$ cat config.mk
export PLATFORM = sky130hd
export DESIGN_NAME = fifo_slave
export DESIGN_NICKNAME = d
export VERILOG_FILES = /design/src/rtl/fifo_slave_pkg.sv /design/src/rtl/fifo_ram.sv /design/src/rtl/fifo_slave.sv
export SDC_FILE = /design/constraint.sdc
export NUM_CORES = 1
export LEC_CHECK = 0
export CAP_MARGIN = 40
export CORE_ASPECT_RATIO = 1.25
export CORE_MARGIN = 1.5
export CORE_UTILIZATION = 57
export DETAILED_ROUTE_END_ITERATION = 12
export HOLD_SLACK_MARGIN = 0.08
export PLACE_DENSITY = 0.8
export SLEW_MARGIN = 20
export SYNTH_ARGS = -nofsm -noshare
export SYNTH_HDL_FRONTEND = slang
export SYNTH_HIERARCHICAL = 1
export SYNTH_SLANG_ARGS = --single-unit
$ cat constraint.sdc
create_clock -name clk -period 11.4 [get_ports clk]
set_clock_uncertainty 0.2 [all_clocks]
set_input_delay 2.85 -clock clk [delete_from_list [all_inputs] [get_ports clk]]
set_output_delay 2.85 -clock clk [all_outputs]
set_load 0.02 [all_outputs]
$ cat src/rtl/fifo_slave_pkg.sv
// Shared constants for the fifo_slave bus FIFO.
// Register addresses and FLAG bit positions.
package fifo_slave_pkg;

  localparam logic [7:0] ADDR_DATA   = 8'h00;
  localparam logic [7:0] ADDR_FLAG   = 8'h01;
  localparam logic [7:0] ADDR_COUNT  = 8'h02;
  localparam logic [7:0] ADDR_CLEAR  = 8'h03;
  localparam logic [7:0] ADDR_THRESH = 8'h04;
  localparam logic [7:0] ADDR_IRQEN  = 8'h05;

  localparam int FLG_FULL   = 5;
  localparam int FLG_EMPTY  = 4;
  localparam int FLG_AFULL  = 3;
  localparam int FLG_AEMPTY = 2;
  localparam int FLG_WERR   = 1;
  localparam int FLG_RERR   = 0;

endpackage

$ cat src/rtl/fifo_ram.sv
// DEPTH x DW storage: sync write, async read, no reset.
// Ports: clk, we, waddr, wdata, raddr, rdata.
module fifo_ram
  import fifo_slave_pkg::*;
#(
  parameter int DEPTH = 16,
  parameter int AW    = 4,
  parameter int DW    = 32
) (
  input  logic          clk,
  input  logic          we,
  input  logic [AW-1:0] waddr,
  input  logic [DW-1:0] wdata,
  input  logic [AW-1:0] raddr,
  output logic [DW-1:0] rdata
);

  logic [DW-1:0] mem [DEPTH];

  always_ff @(posedge clk) begin
    if (we) mem[waddr] <= wdata;
  end

  assign rdata = mem[raddr];

endmodule

$ cat src/rtl/fifo_slave.sv
// Bus-slave FIFO with DATA/FLAG/COUNT/CLEAR registers.
// Ports: clk, reset, S_sel, S_wr, S_address, S_din, S_dout
// (+ fifo_irq, THRESH, IRQ_EN when FIFO_SLAVE_IRQ_EN).
module fifo_slave
  import fifo_slave_pkg::*;
#(
  parameter int DEPTH = 16,
  parameter int AW    = 4,
  parameter int DW    = 32
) (
  input  logic          clk,
  input  logic          reset,
  input  logic          S_sel,
  input  logic          S_wr,
  input  logic [7:0]    S_address,
  input  logic [DW-1:0] S_din,
`ifdef FIFO_SLAVE_IRQ_EN
  output logic          fifo_irq,
`endif
  output logic [DW-1:0] S_dout
);

  localparam logic [AW:0] FULL_CNT = (AW+1)'(DEPTH);
  localparam logic [AW:0] AFULL_CNT = FULL_CNT - 1'b1;
  localparam logic [AW:0] ONE_CNT = (AW+1)'(1);

  logic [AW-1:0] wr_ptr;
  logic [AW-1:0] rd_ptr;
  logic [AW:0]   count;
  logic          wr_err;
  logic          rd_err;
  logic          full;
  logic          empty;
  logic          push;
  logic [DW-1:0] rdata;
  logic [DW-1:0] flag_word;
`ifdef FIFO_SLAVE_IRQ_EN
  logic [AW:0]   thresh;
  logic          irq_en;
`endif

  assign full  = (count == FULL_CNT);
  assign empty = (count == '0);
  assign push  = S_sel && S_wr &&
                 (S_address == ADDR_DATA) && !full;

  always_comb begin
    flag_word             = '0;
    flag_word[FLG_FULL]   = full;
    flag_word[FLG_EMPTY]  = empty;
    flag_word[FLG_AFULL]  = (count == AFULL_CNT);
    flag_word[FLG_AEMPTY] = (count == ONE_CNT);
    flag_word[FLG_WERR]   = wr_err;
    flag_word[FLG_RERR]   = rd_err;
  end

  fifo_ram #(
    .DEPTH(DEPTH),
    .AW   (AW),
    .DW   (DW)
  ) u_ram (
    .clk  (clk),
    .we   (push),
    .waddr(wr_ptr),
    .wdata(S_din),
    .raddr(rd_ptr),
    .rdata(rdata)
  );

  always_ff @(posedge clk) begin
    if (reset) begin
      wr_ptr <= '0;
      rd_ptr <= '0;
      count  <= '0;
      wr_err <= 1'b0;
      rd_err <= 1'b0;
      S_dout <= '0;
`ifdef FIFO_SLAVE_IRQ_EN
      thresh   <= ONE_CNT;
      irq_en   <= 1'b0;
      fifo_irq <= 1'b0;
`endif
    end else begin
`ifdef FIFO_SLAVE_IRQ_EN
      fifo_irq <= irq_en && (count >= thresh);
`endif
      if (S_sel && S_wr) begin
        unique case (1'b1)
          (S_address == ADDR_DATA): begin
            if (!full) begin
              wr_ptr <= wr_ptr + 1'b1;
              count  <= count + 1'b1;
            end else begin
              wr_err <= 1'b1;
            end
          end
          (S_address == ADDR_CLEAR): begin
            if (S_din[0]) begin
              wr_ptr <= '0;
              rd_ptr <= '0;
              count  <= '0;
              wr_err <= 1'b0;
              rd_err <= 1'b0;
            end
          end
`ifdef FIFO_SLAVE_IRQ_EN
          (S_address == ADDR_THRESH):
            thresh <= S_din[AW:0];
          (S_address == ADDR_IRQEN):
            irq_en <= S_din[0];
`endif
          default: ;
        endcase
      end else if (S_sel) begin
        unique case (1'b1)
          (S_address == ADDR_DATA): begin
            if (!empty) begin
              S_dout <= rdata;
              rd_ptr <= rd_ptr + 1'b1;
              count  <= count - 1'b1;
            end else begin
              S_dout <= '0;
              rd_err <= 1'b1;
            end
          end
          (S_address == ADDR_FLAG):
            S_dout <= flag_word;
          (S_address == ADDR_COUNT):
            S_dout <= DW'(count);
`ifdef FIFO_SLAVE_IRQ_EN
          (S_address == ADDR_THRESH):
            S_dout <= DW'(thresh);
          (S_address == ADDR_IRQEN):
            S_dout <= DW'(irq_en);
`endif
          default:
            S_dout <= '0;
        endcase
      end
    end
  end

endmodule

==> summary.md <==
| Metric | Value |
|---|---|
| CTS tree | yes |
| Clk sinks | 559 |
| CP Capture Type | flip-flop |
| Global Route Usage Sum | 0.244 |
| CTS Root Buffer Type | clkbuf_16 |
| Total power | 3.95 mW |
| Leak Pwr | 7.49 nW |
| Fmax | 164 MHz |
| Setup TNS | 0 ns |
| Max-slew violation count | 0 |
| Rows | 79 |
| Synth top area cells | edfxtp_1, mux4_2, dfxtp_1 |
| WL/cell | 27.2 um |
| Top FF cell, synth | edfxtp_1 |
| Post-Syn Instances | 1061 |
| Switching power total | 0.765 mW |
| # setup viols final | 0 |
| Synth area leader | edfxtp_1 |
| Worst-margin pin slew | 0.896 ns |
| Vias in the first global route | 11200 |
| Syn Nets | 1111 |
| Worst hold endpoint | S_dout[1]$_SDFFE_PP0P_ |
| Via density | 6.47 |
| Most numerous cell in the Yosys netlist | edfxtp_1 |
| Final wirelength | 45.8 mm |
| Die Width | 176 um |
| Slew margin rel. | 0.403 |
| GP Congestion | 0.862 |
| Sequential group share of total power | 0.566 |
| DR vias | 10900 |
| Clk pwr share | 0.420 |
| Top cells by count, synth | edfxtp_1, mux4_2, a22oi_1 |
| Post-synthesis async set-or-reset flop share | 0 |
| Largest net degree at the start of global routing | 105 |
| GR peak layer | met2 |
| Maximum vdd drop | 0.000156 V |
| Total CTS buffers | 51 |
| Met2 usage | 0.419 |
| Int Power | 3.18 mW |
| Nets | 1210 |
| Worst hold stages | 2 |
| Die ar. | 0.0386 mm^2 |
| Iter 0 DRT Violations | 1227 |
| Final Hold Viols | 0 |
| CP arrival | 6.16 ns |
| Ports | 76 |
| Worst r2r path cells | 8 |
| Yosys reg bits | 559 |
| Fin crit period | 6.08 ns |
| Post-synth top area share | 0.720 |
| Worst setup SP type | primary input |
| Antenna-violating nets left | 0 |
| Port bufs | 75 |
| Total gr overflow | 0 |
| Worst flop-to-flop path endpoint | u_ram/mem[3][15]$_DFFE_PP_ |
| Crit-path cells | clkdlybuf4s50_1 > nor4_4 > nand2_1 > nor4_1 > clkbuf_2 > or3b_2 > nor2_4 > buf_16 |
| Number of synthesized flops with an enable pin | 512 |
| PwrDens | 160 mW/mm^2 |
| # resized after CTS | 0 |
| ANT cells | 0 |
| Hold_sp | S_dout[1]$_SDFFE_PP0P_ |
| Layout cells sized above 1 | 0.218 |
| Final period utilization | 0.533 |
| DRC | 0 |
| CP Class | in2reg |
| Post-CTS Setup Inserts | 0 |
| H-Tree Depth | 2 |
| Vert. Die Dim | 219 um |
| Initial cell density of the core | 0.576 |
| Outcome | completed |
| RSZ-0062 raised after global routing | false |
| Drt pass-1 iters | 5 |
| Core footprint | 0.0371 mm^2 |
| DP Wirelength | 25.0 mm |
| Required time of the critical path | 11.48 ns |
| Max incr delay on CP | 0.59 ns |
| Mapped Avg Cell Area | 20.1 um^2 |
| Post-synthesis cell area | 0.0213 mm^2 |
| Register area share after synthesis | 0.764 |
| Max Root-Sink Buffers | 3 |
| First-pass GRT wire length | 68.7 mm |
| Worst reg2reg setup slack | 7.81 ns |
| Met3 usage | 0.0407 |
| Max-Cap Viols | 0 |
| Comb pwr share | 0.014 |
| Worst skew pair latency | 0.57 ns |
| Met1 Resource Use GR | 0.318 |
| Area Overhead vs Synth | 15.4% |
| Switching share of total power | 0.194 |
| Slowest CP cell | or3b_2 |
| Clock Pin Slew Worst Setup and Hold Paths | 0.06 ns |
| Class of the worst hold path | reg2reg |
| Yosys warnings | 6 |
| Post-CTS Hold Buffers | 0 |
| RR Startpoint | count[0]$_SDFFE_PP0P_ |
| Largest fanout on the critical path | 18 |
| Cell variety after synth | 48 |
| Initial antenna violation count | 1 |
power groups by stage:
stage	Combinational [mW]	Sequential, mW	Clock (mW)
final	0.0572	2.23	1.66
after global routing	0.0621	2.23	1.76
after CTS	0.0575	2.23	1.68
after detailed placement	0.0575	2.28	0
after global placement	0.0530	2.28	0
after floorplan	0.0116	2.28	0
metal layers:
metal / share of wire / vias to the layer above
li1: - / 4597
met1: 0.38 / 5667
met2: 0.52 / 535
met3: 0.072 / 102
met4: 0.028 / 2
met5: 0.00024 / -
kinds of logic (layout without fill, tap and decap cells):
kind of cell,count (synthesis),in the layout,share of synthesized area
compound gates,137,137,0.0455
fa+ha+maj,6,6,0.00352
buf+inv,62,201,0.0130
flops,559,559,0.764
mux,131,131,0.136
simple gates,166,166,0.0371
layout by cell type, fill, tap and decap left out, types with 3 or more instances in the layout:
cell	count
a21oi_1	15
a22oi_1	97
a31oi_1	4
and2_1	4
buf_12	6
buf_16	7
buf_4	15
bufinv_16	4
clkbuf_1	12
clkbuf_16	51
clkdlybuf4s50_1	74
clkinv_1	6
clkinv_2	8
clkinvlp_4	4
dfxtp_1	45
edfxtp_1	512
ha_1	6
inv_1	3
inv_6	4
mux2i_1	3
mux4_2	128
nand2_1	46
nand2b_1	3
nand3_1	7
nor2_1	51
nor2_4	13
nor2b_1	4
nor3_1	6
nor3_2	4
nor4_1	3
o21ai_0	10
worst max-delay path by stage:
stage / start / end / slack, ns
after detailed placement: S_address[3] / u_ram/mem[10][10]$_DFFE_PP_ / 4.47
after floorplan: S_address[3] / u_ram/mem[0][0]$_DFFE_PP_ / 3.97
after CTS: S_address[3] / u_ram/mem[10][2]$_DFFE_PP_ / 5.03
final: S_address[3] / u_ram/mem[3][15]$_DFFE_PP_ / 5.32
after global placement: S_address[3] / u_ram/mem[2][14]$_DFFE_PP_ / 4.52
after global routing: S_address[3] / u_ram/mem[3][14]$_DFFE_PP_ / 5.20
worst max-delay path, delay by kind of cell:
family,cells,cell delay [ns]
simple gates,5,2.36
buf+inv,3,0.93
layout make-up:
class | instances | area, um^2
sequential | 559 | 16300
clock inverter | 28 | 265
inverter | 3 | 11.3
clock buffer | 65 | 1350
tap | 486 | 608
fill | 2290 | 12400
timing repair buffer | 105 | 1180
multi-input combinational | 440 | 4880
per-stage QoR:
step / setup slack (ns) / instance area, um^2 / std cells / utilization / hold WS, ns
final: 5.32 / 24600 / 1686 / 0.664 / 0.258
after global routing: 5.20 / 24600 / 1686 / 0.664 / 0.311
after CTS: 5.03 / 24600 / 1684 / 0.664 / 0.262
after detailed placement: 4.47 / 23000 / 1591 / 0.620 / 0.248
after global placement: 4.52 / 22700 / 1579 / 0.613 / 0.243
after floorplan: 3.97 / 21300 / 1061 / - / 0.241
registers in the layout (all words and copies together) (netlist names):
| name | flops |
|---|---|
| u_ram/mem | 512 |
| S_dout | 32 |
| count | 5 |
| rd_ptr | 4 |
| wr_ptr | 4 |
| rd_err | 1 |
| wr_err | 1 |
Power figures use the tool's default switching activity.
